`src/rtl/systolic_mm_ctrl_if.sv`:
```
// rtl/systolic_mm_ctrl_if.sv - control/result bus of the systolic tile sequencer
//   start, res_ready          : requester -> sequencer
//   busy, acc_clr, pe_en      : sequencer status and PE grid control
//   lane_valid, lane_k        : per-lane operand valid and buffer index (lane i at [i*KW +: KW])
//   res_valid, res_row, done  : result row handshake and completion pulse
interface systolic_mm_ctrl_if #(
  parameter int N = 4,
  parameter int K = 32
);
  localparam int KW = (K > 1) ? $clog2(K) : 1;
  localparam int RW = (N > 1) ? $clog2(N) : 1;

  logic            start;
  logic            busy;
  logic            acc_clr;
  logic            pe_en;
  logic [N-1:0]    lane_valid;
  logic [N*KW-1:0] lane_k;
  logic            res_valid;
  logic [RW-1:0]   res_row;
  logic            res_ready;
  logic            done;

  modport master (
    input  start, res_ready,
    output busy, acc_clr, pe_en, lane_valid, lane_k, res_valid, res_row, done
  );

  modport slave (
    output start, res_ready,
    input  busy, acc_clr, pe_en, lane_valid, lane_k, res_valid, res_row, done
  );
endinterface

```
`src/rtl/systolic_mm_ctrl.sv`:
```
// rtl/systolic_mm_ctrl.sv - start/done sequencer for one NxN systolic matmul tile
//   clk, rst_n : clock, asynchronous active-low reset
//   bus        : systolic_mm_ctrl_if.master (start/res_ready in, all control and result signals out)
module systolic_mm_ctrl #(
  parameter int N = 4,
  parameter int K = 32
) (
  input  logic                  clk,
  input  logic                  rst_n,
  systolic_mm_ctrl_if.master    bus
);
  localparam int KW = (K > 1) ? $clog2(K) : 1;
  localparam int RW = (N > 1) ? $clog2(N) : 1;
  localparam int TW = ((K + 2*N - 1) > 1) ? $clog2(K + 2*N - 1) : 1;

  // Last compute step: K operands plus 2(N-1) cycles of skew/flush.
  localparam logic [TW-1:0] T_LAST   = TW'(K + 2*N - 3);
  localparam logic [RW-1:0] ROW_LAST = RW'(N - 1);

  typedef enum logic [2:0] {
    IDLE,
    CLEAR,
    COMPUTE,
    DRAIN,
    DONE
  } state_t;

  state_t          state_q, state_d;
  logic [TW-1:0]   t_q, t_d;
  logic [RW-1:0]   row_q, row_d;
  logic            busy_q, busy_d;
  logic            acc_clr_q, acc_clr_d;
  logic            pe_en_q, pe_en_d;
  logic [N-1:0]    lane_valid_q, lane_valid_d;
  logic [N*KW-1:0] lane_k_q, lane_k_d;
  logic            res_valid_q, res_valid_d;
  logic            done_q, done_d;
  int              tv;

  always_comb begin
    state_d = state_q;
    t_d     = t_q;
    row_d   = row_q;

    unique case (state_q)
      IDLE: begin
        if (bus.start) state_d = CLEAR;
      end
      CLEAR: begin
        state_d = COMPUTE;
        t_d     = '0;
      end
      COMPUTE: begin
        if (t_q == T_LAST) begin
          state_d = DRAIN;
          t_d     = '0;
        end else begin
          t_d = t_q + TW'(1);
        end
      end
      DRAIN: begin
        // res_valid is always high in DRAIN, so res_ready alone completes a handshake.
        if (bus.res_ready) begin
          if (row_q == ROW_LAST) begin
            state_d = DONE;
            row_d   = '0;
          end else begin
            row_d = row_q + RW'(1);
          end
        end
      end
      DONE: begin
        state_d = IDLE;
      end
      default: begin
        state_d = IDLE;
      end
    endcase

    // Outputs are registered, so they are decoded from the next state / next step.
    busy_d      = (state_d == CLEAR) || (state_d == COMPUTE) || (state_d == DRAIN);
    acc_clr_d   = (state_d == CLEAR);
    pe_en_d     = (state_d == COMPUTE);
    res_valid_d = (state_d == DRAIN);
    done_d      = (state_d == DONE);

    // Lane i lags lane 0 by i steps: it carries operand t-i while i <= t <= i+K-1.
    tv           = int'(t_d);
    lane_valid_d = '0;
    lane_k_d     = '0;
    for (int i = 0; i < N; i++) begin
      if ((state_d == COMPUTE) && (tv >= i) && (tv <= i + K - 1)) begin
        lane_valid_d[i]         = 1'b1;
        lane_k_d[i*KW +: KW]    = KW'(t_d - TW'(i));
      end
    end
  end

  always_ff @(posedge clk or negedge rst_n) begin
    if (!rst_n) begin
      state_q      <= IDLE;
      t_q          <= '0;
      row_q        <= '0;
      busy_q       <= 1'b0;
      acc_clr_q    <= 1'b0;
      pe_en_q      <= 1'b0;
      lane_valid_q <= '0;
      lane_k_q     <= '0;
      res_valid_q  <= 1'b0;
      done_q       <= 1'b0;
    end else begin
      state_q      <= state_d;
      t_q          <= t_d;
      row_q        <= row_d;
      busy_q       <= busy_d;
      acc_clr_q    <= acc_clr_d;
      pe_en_q      <= pe_en_d;
      lane_valid_q <= lane_valid_d;
      lane_k_q     <= lane_k_d;
      res_valid_q  <= res_valid_d;
      done_q       <= done_d;
    end
  end

  assign bus.busy       = busy_q;
  assign bus.acc_clr    = acc_clr_q;
  assign bus.pe_en      = pe_en_q;
  assign bus.lane_valid = lane_valid_q;
  assign bus.lane_k     = lane_k_q;
  assign bus.res_valid  = res_valid_q;
  assign bus.res_row    = row_q;
  assign bus.done       = done_q;
endmodule
```
`src/flat_wrapper.sv`:
```
// flat-port wrapper written by rule: the top's interface ports become plain ports
module systolic_mm_ctrl_flat 
#(
  parameter int N = 4,
  parameter int K = 32
)
  (clk, rst_n, bus_start, bus_res_ready, bus_busy, bus_acc_clr, bus_pe_en, bus_lane_valid, bus_lane_k, bus_res_valid, bus_res_row, bus_done);
  systolic_mm_ctrl_if #(.N(N), .K(K)) bus_i ();
  input  logic clk;
  input  logic rst_n;
  input wire logic [$bits(bus_i.start)-1:0] bus_start;
  input wire logic [$bits(bus_i.res_ready)-1:0] bus_res_ready;
  output wire logic [$bits(bus_i.busy)-1:0] bus_busy;
  output wire logic [$bits(bus_i.acc_clr)-1:0] bus_acc_clr;
  output wire logic [$bits(bus_i.pe_en)-1:0] bus_pe_en;
  output wire logic [$bits(bus_i.lane_valid)-1:0] bus_lane_valid;
  output wire logic [$bits(bus_i.lane_k)-1:0] bus_lane_k;
  output wire logic [$bits(bus_i.res_valid)-1:0] bus_res_valid;
  output wire logic [$bits(bus_i.res_row)-1:0] bus_res_row;
  output wire logic [$bits(bus_i.done)-1:0] bus_done;
  assign bus_i.start = bus_start;
  assign bus_i.res_ready = bus_res_ready;
  assign bus_busy = bus_i.busy;
  assign bus_acc_clr = bus_i.acc_clr;
  assign bus_pe_en = bus_i.pe_en;
  assign bus_lane_valid = bus_i.lane_valid;
  assign bus_lane_k = bus_i.lane_k;
  assign bus_res_valid = bus_i.res_valid;
  assign bus_res_row = bus_i.res_row;
  assign bus_done = bus_i.done;
  systolic_mm_ctrl #(.N(N), .K(K)) u_core (.clk(clk), .rst_n(rst_n), .bus(bus_i));
endmodule
```
`config.mk`:
```
export PLATFORM = sky130hd
export DESIGN_NAME = systolic_mm_ctrl_flat
export DESIGN_NICKNAME = d
export VERILOG_FILES = /design/src/rtl/systolic_mm_ctrl_if.sv /design/src/rtl/systolic_mm_ctrl.sv /design/src/flat_wrapper.sv
export SDC_FILE = /design/constraint.sdc
export NUM_CORES = 1
export LEC_CHECK = 0
export CAP_MARGIN = 20
export CORE_MARGIN = 10
export CORE_UTILIZATION = 40
export DETAILED_ROUTE_END_ITERATION = 10
export PLACE_DENSITY = 0.71
export SKIP_CTS_REPAIR_TIMING = 1
export SLEW_MARGIN = 20
export SYNTH_ARGS = -nofsm -noshare
export SYNTH_HDL_FRONTEND = slang
export SYNTH_SLANG_ARGS = --single-unit
```
`constraint.sdc`:
```
create_clock -name clk -period 7.67 [get_ports clk]
set_input_delay 2.301 -clock clk [delete_from_list [all_inputs] [get_ports clk]]
set_output_delay 2.301 -clock clk [all_outputs]
set_load 0.005 [all_outputs]
```
## Yosys cells after proc, flatten, opt, wreduce, memory -nomap -nowiden

Cells that the tools add are included.

| cells by class | value |
|---|---|
| $add $sub $neg | 5 |
| $lt $le $gt $ge | 7 |
| equality and inequality tests | 9 |
| multiplexer cells | 16 |
| reduce and logical (&&, ||, !) cells | 11 |

Operators by type and width:

| operator | count |
|---|---|
| $mux W5 | 4 |
| $le A6 B6 Y1 const B | 3 |
| $eq A3 B2 Y1 const B | 4 |
| $ge A6 B2 Y1 const B | 2 |
| $mux W3 | 4 |
| $pmux W3 S4 | 1 |
| $pmux W6 S2 | 1 |
| $sub A5 B2 Y5 const B | 2 |
| $logic_and A1 B1 Y1 | 7 |
| $add A6 B1 Y6 const B | 1 |
| $eq A3 B1 Y1 const B | 2 |
| $eq A6 B6 Y1 const B | 1 |
| $ge A6 B1 Y1 const B | 1 |
| $le A6 B5 Y1 const B | 1 |
| $mux W6 | 1 |
| $sub A5 B1 Y5 const B | 1 |
| $mux W1 | 4 |
| $eq A3 B3 Y1 const B | 1 |
| $logic_not A3 Y1 | 1 |
| $add A2 B1 Y2 const B | 1 |
| $eq A2 B2 Y1 const B | 1 |
| $logic_or A1 B1 Y1 | 2 |
| $mux W2 | 1 |
| $reduce_and A2 Y1 | 1 |

| word-level totals | value |
|---|---|
| register bits after elaboration | 40 |
| input bits | 4 |
| output and inout bits | 31 |
| word-level logic and storage cells | 58 |

## Depth between registers and ports, before layout

Gate-level depths: netlist of run 1.

| depth | value |
|---|---|
| depth after elaboration | 8 |
| mapped depth | 12 |
| mapped depth without buffers | 11 |

## Worst setup path after synthesis of run 1

OpenSTA, ideal clock, no wires.

| timing | value |
|---|---|
| kind | input port to flip-flop |
| from | input port bus_res_ready |
| to | register u_core.busy_q, in the netlist u_core.bus.busy |
| arrival time | 2.973 ns |
| required time | 7.543 ns |
| setup slack | 4.569 ns |
| stages | 5 |
| cells stage by stage | and3_1 nor3_1 a21oi_1 nor2_1 or2_2 |

RTL lines:

| what | RTL line | source |
|---|---|---|
| start, declared | flat_wrapper.sv:12 | `input wire logic [$bits(bus_i.res_ready)-1:0] bus_res_ready;` |
| $mux W3 | systolic_mm_ctrl.sv:63 | `if (bus.res_ready) begin` |
| $pmux W3 S4 | systolic_mm_ctrl.sv:45 | `unique case (state_q)` |
| $eq A3 B2 Y1 | n/a |  |
| net u_core.res_valid_d | systolic_mm_ctrl.sv:36 | `logic res_valid_q, res_valid_d;` |
| $logic_or A1 B1 Y1 | systolic_mm_ctrl.sv:81 | `busy_d = (state_d == CLEAR) \|\| (state_d == COMPUTE) \|\| (state_d == DRAIN);` |
| net u_core.busy_d | systolic_mm_ctrl.sv:31 | `logic busy_q, busy_d;` |
| end signal, assigned | systolic_mm_ctrl.sv:115 | `busy_q <= busy_d;` |
| end, declared | systolic_mm_ctrl.sv:31 |  |

The timed path passes the listed nets, and every way through them passes these cells.
A chain may end at the register's enable or synchronous reset.

## Worst setup path in the final report of run 1

| timing | value |
|---|---|
| from | register u_core.row_q[0], in the netlist u_core.bus.res_row[0] |
| to | output port bus_res_row[0] |

RTL lines:

| what | RTL line | source |
|---|---|---|
| start, declared | systolic_mm_ctrl.sv:30 | `logic [RW-1:0] row_q, row_d;` |
| start signal, assigned | systolic_mm_ctrl.sv:114 | `row_q <= row_d;` |
| end, declared | flat_wrapper.sv:19 | `output wire logic [$bits(bus_i.res_row)-1:0] bus_res_row;` |

No word-level cell between the ends.

==> results of run 1 <==
sequential cells by signal, summed over array words and instances, names as in the netlist:
register	count
u_core.bus.res_valid	1
u_core.bus.done	1
u_core.bus.pe_en	1
u_core.bus.busy	1
u_core.bus.res_row	2
u_core.t_q	6
u_core.bus.lane_k	20
u_core.bus.lane_valid	4
u_core.state_q	3
u_core.bus.acc_clr	1
power groups by stage:
stage,registers [mW],logic [mW],clock network [mW]
2_1_floorplan,0.346,0.533,0
3_3_place_gp,0.365,0.749,0
3_5_place_dp,0.364,0.759,0
4_1_cts,0.361,0.764,0.185
5_1_grt,0.374,0.835,0.194
6_report,0.361,0.754,0.181
routing by layer:
| metal | vias up | track usage (%) | routed length [um] |
|---|---|---|---|
| met2 | 50 | 17.41 | 2171 |
| met3 | 10 | 2.958 | 358 |
| met4 | 0 | 6.427 | 145 |
| met1 | 745 | 13.87 | 2014 |
| li1 | 773 | - | - |
| met5 | - | 0 | 0 |
area by class of cell:
class | count | area [um^2] | share of cell area [%]
Timing Repair Buffer | 34 | 335.3 | 12.79
Tap cell | 70 | 87.58 | 3.340
Inverter | 14 | 52.55 | 2.004
Clock buffer | 6 | 82.58 | 3.149
Sequential cell | 40 | 1001 | 38.17
Clock inverter | 2 | 38.79 | 1.479
Multi-Input combinational cell | 142 | 1025 | 39.07
final timing paths:
kind                                                endpoint  slack (ns)  cells past startpoint
setup / recovery                              bus_res_row[0]        4.16                      1
max in group asynchronous            u_core.t_q[1]$_DFF_PN0_        5.01                      1
hold / removal             u_core.bus.res_row[1]$_DFFE_PN0P_        0.54                      1
hold reg to reg            u_core.bus.res_row[1]$_DFFE_PN0P_        0.54                      1
setup reg to reg              u_core.bus.lane_k[7]$_DFF_PN0_        4.55                      9
min in group asynchronous            u_core.t_q[3]$_DFF_PN0_        2.11                      1
cells by family after synthesis:
| group | after synthesis |
|---|---|
| adder cells (fa/ha/maj) | 10 |
| buffers and inverters | 21 |
| multiplexers | 1 |
| flip-flops | 40 |
| AO/OA/AOI/OAI | 43 |
| XOR/XNOR | 9 |
| AND/OR/NAND/NOR | 79 |
per-stage QoR:
| stage | worst slack [ns] | power [mW] | std cells | instance area (um^2) | hold WS (ns) |
|---|---|---|---|---|---|
| 4_1_cts | 4.139 | 1.310 | 308 | 2623 | 0.5479 |
| 3_5_place_dp | 3.989 | 1.123 | 300 | 2501 | 0.5311 |
| 3_3_place_gp | 4.028 | 1.114 | 300 | 2501 | 0.5169 |
| 5_1_grt | 4.121 | 1.403 | 308 | 2623 | 0.5762 |
| 6_report | 4.162 | 1.297 | 308 | 2623 | 0.5432 |
| 2_1_floorplan | 4.569 | 0.8784 | 203 | 2136 | 0.5231 |
Yosys cell counts (2+ instances only):
| library cell | n |
|---|---|
| dfrtp_1 | 40 |
| nor2_1 | 27 |
| inv_1 | 13 |
| nand2_1 | 11 |
| ha_1 | 10 |
| a21oi_1 | 8 |
| nand3_1 | 7 |
| nand2b_1 | 6 |
| and2_1 | 5 |
| xnor2_1 | 5 |
| buf_6 | 4 |
| o21ai_0 | 4 |
| xor2_1 | 4 |
| a211oi_1 | 3 |
| a32oi_1 | 3 |
| and3_1 | 3 |
| nor2b_1 | 3 |
| o211ai_1 | 3 |
| a2111oi_0 | 2 |
| a211oi_4 | 2 |
| and3_2 | 2 |
| clkbuf_1 | 2 |
| nor3_1 | 2 |
| or2_2 | 2 |
==> summary.txt, run 1 <==
Critical path data arrival time -> 1.21 ns
Clock sink count -> 40
Commonest non-fill, non-tap cell in the layout -> dfrtp_1
Via count -> 1578
Flops & latches, synth -> 40
H-tree level count -> 2
Crit path required time -> 5.37 ns
Die Y-Extent -> 93.07 um
Number of buffers and inverters on the critical path -> 1
Synth top area share -> 46.87%
Largest net degree at the start of global routing -> 41
Final wirelength -> 4690 um
Worst Path Max Fanout -> 4
WL/cell -> 15.23 um
Syn Nets -> 217
CTS Buf Count -> 5
Global-route wire length before repair -> 7831 um
Top cells by area, synth -> dfrtp_1 47%, ha_1 5.9%, nor2_1 4.7%
CTS tree -> built
EDFF count, synth -> 0
Slowest CP cell -> clkdlybuf4s50_1
Crit Path Category -> register to output port
Post-Synth Simple-Gate Area -> 19.98%
Sw frac -> 41.33%
Cell taking the most area after synthesis -> dfrtp_1
First drt pass iteration count -> 4
Critical path launch point -> u_core.bus.res_row[0]$_DFFE_PN0P_
Port Buffers -> 34
Slew margin rel. -> 42.74%
Adder-cell area share of the yosys netlist -> 5.858%
HPWL Detailed -> 3488 um
Mux contribution to synthesized area -> 0.5272%
Total gr overflow -> 0
Ports -> 35
CP Capture Type -> output port
Synth Instances -> 203
Tmin final -> 3.508 ns
Die Area -> 8662 um^2
Hold Crit Start -> u_core.bus.res_row[1]$_DFFE_PN0P_
Hold Fails Final Rpt -> 0
RSZ-0062 raised after global routing -> false
Number of global-route vias before repair -> 1582
Core Util, Final -> 51.02%
TNS Setup -> 0 ns
Main combinational cell family by area after synthesis -> simple AND/OR/NAND/NOR gates
Mapped Area -> 2136 um^2
Routed Antenna Nets -> 0
Layout cell share with drive strength beyond 1 -> 13.03%
PD cells -> 494.4 nW/um^2
Antenna Cells -> 0
Worst Tran Pin Value -> 0.8589 ns
XOR/XNOR share of the synthesized area -> 3.691%
Detailed Route Iter0 Violations -> 117
Final period utilization -> 45.73%
Psw -> 0.5359 mW
Starting Density -> 41.55%
GPL Wtd Cong -> 0.8850
Max Cap Viol -> 0
Fin nets -> 251
Most frequent cells in the layout -> 40 x dfrtp_1, 33 x clkdlybuf4s50_1, 27 x nor2_1, 13 x inv_1, 11 x nand2_1
GRT Util Overall -> 11.25%
# DRC -> 0
Clk pwr share -> 14.0%
Hold Path Class -> register to register
CP cell instances -> clkdlybuf4s50_1
Primary FF master, synth -> dfrtp_1
Syn avg cell area -> 10.52 um^2
Logic pwr share -> 58.2%
Leak -> 1.177 nW
Worst-case clock skew -> 0.007827 ns
Skew-Pair Late Insertion Delay -> 0.30 ns
Max frequency -> 285.1 MHz
Compound-Gate Fraction of Synth Area -> 17.93%
CP top delay family -> buffers and inverters
Die width -> 93.07 um
Status -> finished, final reports clean
Max incr delay on CP -> 0.52 ns
Antenna violations before repair -> 0
Slew Viols, Final -> 0
Fillers -> 497
CORE AREA -> 5140 um^2
Flop pwr share -> 27.9%
Critical R2R Launch -> u_core.state_q[0]$_DFF_PN0_
Part of the Yosys area used for sequential elements -> 46.87%
Peak supply drop -> 0.0002416 V
Via density -> 5.123
CTS root buf -> clkbuf_8
Yosys synthesis warning count -> 0
Pint -> 0.7606 mW
Async set or reset register ratio after synthesis -> 100.0%
# rows -> 26
Worst Setup Start Kind -> register
Max clock buf depth -> 2
Layout area overhead -> 22.79%
Netlist cell types -> 56
Final setup vio count -> 0
Reg clk slew, reported paths -> 0.07 ns
No activity file was read; power rests on OpenSTA's default activity.
==> run 2: changes to the inputs <==
- PLACE_DENSITY: 0.71 -> 0.73
- clock period: 7.67 -> 3 ns (I/O delays scaled with it)
==> run 2 against run 1 <==
Compared with the run above:
- clock power rose to 2.6 times the previous value
- die area is the same
- global-route usage rose by 0.82 points
- worst setup slack worse by 3.9 ns
- wire length up 9.1%
- non-clock buffer count is 7 higher
- combinational power rose to 2.7 times the previous value
- sequential power grew to 2.5 times the previous value
- flip-flop and latch count is the same
- clock skew increased by 0.0011 ns
- cell area grew 1.8%
- first-iteration DRC count grew 86%
==> summary.txt, run 2 (synthesis gave the netlist of run 1 again) <==
# rows -> 26 (unchanged)
Worst setup margin -> 0.2419 ns (-3.920 ns)
Largest net degree at the start of global routing -> 41 (unchanged)
Starting Density -> 41.55% (unchanged)
WL/cell -> 16.25 um (+6.7%)
Non-Filler Instances -> 315 (+2.3%)
Via count -> 1655 (+4.9%)
Crit path required time -> 3.19 ns (-2.18 ns)
PD cells -> 1289 nW/um^2 (+160%)
GPL Wtd Cong -> 1.008 (+14%)
Worst Setup Start Kind -> register
Peak supply drop -> 0.0005707 V (+140%)
Die Y-Extent -> 93.07 um (unchanged)
Worst-case clock skew -> 0.008947 ns (+0.001120 ns)
Max frequency -> 362.6 MHz
# DRC -> 0 (unchanged)
CTS root buf -> clkbuf_8
Slew margin rel. -> 41.32% (-1.4 points)
Final wirelength -> 5119 um (+9.1%)
RSZ-0062 raised after global routing -> false
Global-route wire length before repair -> 8535 um (+9.0%)
Layout cell share with drive strength beyond 1 -> 15.51% (+2.5 points)
Via density -> 5.254 (+2.5%)
Tmin final -> 2.758 ns
Reg clk slew, reported paths -> 0.08 ns (about the same)
Worst Path Max Fanout -> 8 (+4)
Hold Fails Final Rpt -> 0 (unchanged)
Worst Tran Pin Value -> 0.8802 ns (+0.02134 ns)
Crit Path Category -> register to register
Routed Antenna Nets -> 0 (unchanged)
TNS Setup -> 0 ns (unchanged)
Post-Place Worst Slack -> 0.2898 ns (-3.699 ns)
Slew Viols, Final -> 0 (unchanged)
H-tree level count -> 2 (unchanged)
Final setup vio count -> 0 (unchanged)
Cells after DPL -> 307 (+2.3%)
Final period utilization -> 91.94%
Hold Path Depth -> 1 (unchanged)
Status -> finished, final reports clean
Die Area -> 8662 um^2 (unchanged)
Max reg flops -> 20 (unchanged)
Antenna Cells -> 0 (unchanged)
Max clock buf depth -> 2 (unchanged)
Detailed Route Iter0 Violations -> 218 (+86%)
FF-to-FF path depth -> 9 (unchanged)
HPWL Detailed -> 3783 um (+8.5%)
CP Capture Type -> register
Fin nets -> 258 (+2.8%)
CTS Buf Count -> 5 (unchanged)
Clock sink count -> 40 (unchanged)
CTS tree -> built
Hold Path Class -> register to register
Core Util, Final -> 51.92% (+0.90 points)
Most frequent cells in the layout -> 40 x dfrtp_1, 33 x clkdlybuf4s50_1, 27 x nor2_1, 13 x inv_1, 11 x nand2_1
Antenna violations before repair -> 0 (unchanged)
Port Buffers -> 34 (unchanged)
Number of global-route vias before repair -> 1655 (+4.6%)
Skew-Pair Late Insertion Delay -> 0.31 ns (about the same)
Critical path data arrival time -> 2.94 ns (+1.73 ns)
Leak -> 1.205 nW (+2.4%)
First drt pass iteration count -> 4 (unchanged)
GRT Util Overall -> 12.07% (+0.82 points)
Layout area overhead -> 24.96%
Die width -> 93.07 um (unchanged)
Commonest non-fill, non-tap cell in the layout -> dfrtp_1
Ports -> 35 (unchanged)
Total gr overflow -> 0 (unchanged)
Max Cap Viol -> 0 (unchanged)
CORE AREA -> 5140 um^2 (unchanged)
[run 2: layout make-up]
| type | instances | area, um^2 |
|---|---|---|
| Fill cell | 480 | 2471 |
| Timing Repair Buffer | 41 | 387.9 |
| Tap cell | 70 | 87.58 |
| Sequential cell | 40 | 1001 |
| Inverter | 14 | 52.55 |
| Multi-Input combinational cell | 142 | 1025 |
| Clock buffer | 5 | 68.82 |
| Clock inverter | 3 | 46.29 |
[run 2: routing by layer]
metal / global-route usage, % / vias up / part of all wire, %
met3: 2.958 / 10 / 7.0
li1: - / 783 / -
met4: 5.398 / 0 / 2.0
met1: 15.26 / 798 / 43
met2: 19.04 / 64 / 48
met5: 0 / - / 0
[run 2: path summary, 6_finish.rpt]
kind / slack, ns / start / end
max in group asynchronous: 1.74 / rst_n / u_core.bus.lane_k[2]$_DFF_PN0_
hold reg to reg: 0.54 / u_core.bus.res_row[0]$_DFFE_PN0P_ / u_core.bus.res_row[0]$_DFFE_PN0P_
hold / removal: 0.54 / u_core.bus.res_row[0]$_DFFE_PN0P_ / u_core.bus.res_row[0]$_DFFE_PN0P_
min in group asynchronous: 0.70 / rst_n / u_core.state_q[2]$_DFF_PN0_
setup / recovery: 0.24 / u_core.t_q[1]$_DFF_PN0_ / u_core.bus.lane_k[14]$_DFF_PN0_
setup reg to reg: 0.24 / u_core.t_q[1]$_DFF_PN0_ / u_core.bus.lane_k[14]$_DFF_PN0_
[run 2: power by group]
group / internal [mW] / leakage [nW] / switching (mW)
clock network: 0.251 / 0.0548 / 0.214
registers: 0.761 / 0.505 / 0.142
logic: 0.967 / 0.645 / 1.10
total: 1.98 / 1.21 / 1.46
[run 2: worst max-delay path, stage by stage (launching register included)]
cell       delay (ns)
dfrtp_1          0.46
inv_1            0.08
ha_1             0.18
and4bb_4         0.23
a211oi_4         0.42
a21oi_2          0.20
ha_1             0.23
or4b_4           0.56
a2bb2oi_4        0.21
a21oi_1          0.07
[run 2: stage by stage]
step           area [um^2]  power (mW)  hold WS, ns
2_1_floorplan         2136       2.246       0.5231
4_1_cts               2669       3.446       0.5461
6_report              2669       3.439       0.5398
3_3_place_gp          2554       2.940       0.5187
5_1_grt               2669       3.706       0.5699
3_5_place_dp          2554       2.954       0.5273
==> run 3: changes to the inputs <==
- CORE_ASPECT_RATIO: unset -> 1.2
- CORE_UTILIZATION: 40 -> 35
- PLACE_DENSITY: 0.73 -> 0.66
==> run 3 against run 2 <==
Compared with the run above:
- worst setup slack improved by 0.043 ns
- wire length shrank 0.41%
- combinational power barely moved
- clock-buffer cell count up 1
- utilization decreased by 6.8 points
- sequential power fell by 0.8%
- cell area grew 1.1%
- worst hold slack better by 0.019 ns
- die area increased by 11%
- clock power barely moved
- sequential share of layout area is 0.40 points lower
- flip-flop and latch count did not move
- critical path type unchanged
- largest cell class unchanged
- highest routed layer unchanged
==> summary.txt, run 3 (synthesis gave the netlist of run 1 again) <==
WL/cell -> 15.54 um (-4.4%)
Slew margin rel. -> 44.26% (+2.9 points)
Worst setup margin -> 0.2851 ns (+0.04318 ns)
Worst Setup Start Kind -> register
Total gr overflow -> 0 (unchanged)
Max clock buf depth -> 2 (unchanged)
Via density -> 5.095 (-3.0%)
GPL Wtd Cong -> 0.8805 (-13%)
Number of buffers and inverters on the critical path -> 1 (unchanged)
GRT Util Overall -> 11.21% (-0.86 points)
CP top delay family -> simple AND/OR/NAND/NOR gates
Routed Antenna Nets -> 0 (unchanged)
HPWL Detailed -> 3828 um (+1.2%)
Port Buffers -> 34 (unchanged)
Antenna violations before repair -> 0 (unchanged)
Skew-Pair Late Insertion Delay -> 0.30 ns (about the same)
First drt pass iteration count -> 4 (unchanged)
H-tree level count -> 2 (unchanged)
Number of global-route vias before repair -> 1733 (+4.7%)
Commonest non-fill, non-tap cell in the layout -> dfrtp_1
Met3 WL -> 281 um (-22%)
TNS Setup -> 0 ns (unchanged)
Status -> finished, final reports clean
Worst-case clock skew -> 0.004846 ns (-0.004101 ns)
Leak -> 1.216 nW (+0.93%)
Reg clk slew, reported paths -> 0.08 ns (about the same)
Max Cap Viol -> 0 (unchanged)
Hold Path Class -> register to register
Via count -> 1671 (+0.97%)
CP Capture Type -> register
Die width -> 91.31 um (-1.9%)
Crit Path Category -> register to register
Layout cell share with drive strength beyond 1 -> 15.85% (+0.34 points)
Hold Crit Start -> u_core.bus.res_row[1]$_DFFE_PN0P_
Worst Tran Pin Value -> 0.8362 ns (-0.04408 ns)
Max frequency -> 368.3 MHz (+1.6%)
Tmin final -> 2.715 ns (-0.04318 ns)
Highest Signal Layer -> met4
# rows -> 31 (+19%)
Final setup vio count -> 0 (unchanged)
Cell mode on critical path -> ha_1
Max reg flops -> 20 (unchanged)
Final Power -> 3.430 mW (-0.27%)
Critical path data arrival time -> 2.90 ns (-0.04 ns)
Post-Place Worst Slack -> 0.3217 ns (+0.03186 ns)
Die Y-Extent -> 105.6 um (+13%)
Most frequent cells in the layout -> 40 x dfrtp_1, 33 x clkdlybuf4s50_1, 27 x nor2_1, 13 x inv_1, 11 x nand2_1
Ports -> 35 (unchanged)
# DRC -> 0 (unchanged)
Crit path required time -> 3.19 ns (about the same)
CTS Buf Count -> 5 (unchanged)
Layout area overhead -> 26.30%
Global-route wire length before repair -> 8769 um (+2.7%)
DP Area -> 2576 um^2 (+0.88%)
CTS tree -> built
CTS root buf -> clkbuf_8
Max incr delay on CP -> 0.56 ns (about the same)
Design area -> 2698 um^2 (+1.1%)
Critical path launch point -> u_core.t_q[1]$_DFF_PN0_
Fin nets -> 259 (+0.39%)
Final wirelength -> 5098 um (-0.41%)
Met1 WL -> 2176 um (-0.96%)
Slowest CP cell -> or4b_4
Slew Viols, Final -> 0 (unchanged)
Final period utilization -> 90.50% (-1.4 points)
CORE AREA -> 5973 um^2 (+16%)
Hold Fails Final Rpt -> 0 (unchanged)
Antenna Cells -> 0 (unchanged)
PD cells -> 1271 nW/um^2 (-1.3%)
CP cell instances -> inv_1 > ha_1 > and4bb_4 > a211oi_4 > a21oi_2 > ha_1 > or4b_4 > a2bb2oi_4 > nor2_1
Die Area -> 9640 um^2 (+11%)
RSZ-0062 raised after global routing -> false
R2R setup slack -> 0.29 ns (+0.04 ns)
Largest net degree at the start of global routing -> 41 (unchanged)
Peak supply drop -> 0.0006045 V (+5.9%)
Starting Density -> 35.76% (-5.8 points)
Detailed Route Iter0 Violations -> 190 (-13%)
Worst Path Max Fanout -> 7 (-1)
Clock sink count -> 40 (unchanged)
Critical R2R Launch -> u_core.t_q[1]$_DFF_PN0_
Met2 WL -> 2499 um (+1.5%)
run 3: final timing paths:
| path | to | depth (start not counted) |
|---|---|---|
| max | u_core.bus.lane_k[13]$_DFF_PN0_ | 9 |
| min | u_core.bus.res_row[1]$_DFFE_PN0P_ | 1 |
| max reg2reg | u_core.bus.lane_k[13]$_DFF_PN0_ | 9 |
| min reg2reg | u_core.bus.res_row[1]$_DFFE_PN0P_ | 1 |
| max in group asynchronous | u_core.t_q[3]$_DFF_PN0_ | 1 |
| min in group asynchronous | u_core.bus.lane_valid[1]$_DFF_PN0_ | 1 |
run 3: routing by layer:
metal  vias to the layer above  global-route usage [%]
li1                        789                       -
met4                         0                   6.054
met1                       816                   13.04
met3                        14                   3.336
met2                        52                   18.14
met5                         -                       0
run 3: area by class of cell:
cell class                      count  area, um^2
Fill cell                         584        3276
Tap cell                           82       102.6
Multi-Input combinational cell    142        1025
Clock buffer                        6       82.58
Timing Repair Buffer               42       395.4
Clock inverter                      2       38.79
Sequential cell                    40        1001
Inverter                           14       52.55
run 3: power by group:
| group | leakage [nW] | switching, mW | internal, mW |
|---|---|---|---|
| combinational | 0.650 | 1.09 | 0.981 |
| sequential | 0.505 | 0.134 | 0.762 |
| clock | 0.0614 | 0.189 | 0.272 |
run 3: stage by stage:
step                cells  hold slack [ns]  utilization (%)
finish                328           0.5584            45.16
global route          328           0.6006            45.16
CTS                   328           0.5613            45.16
detailed placement    320           0.5408            43.13
global placement      320           0.5276            43.13
floorplan             203           0.5231                -
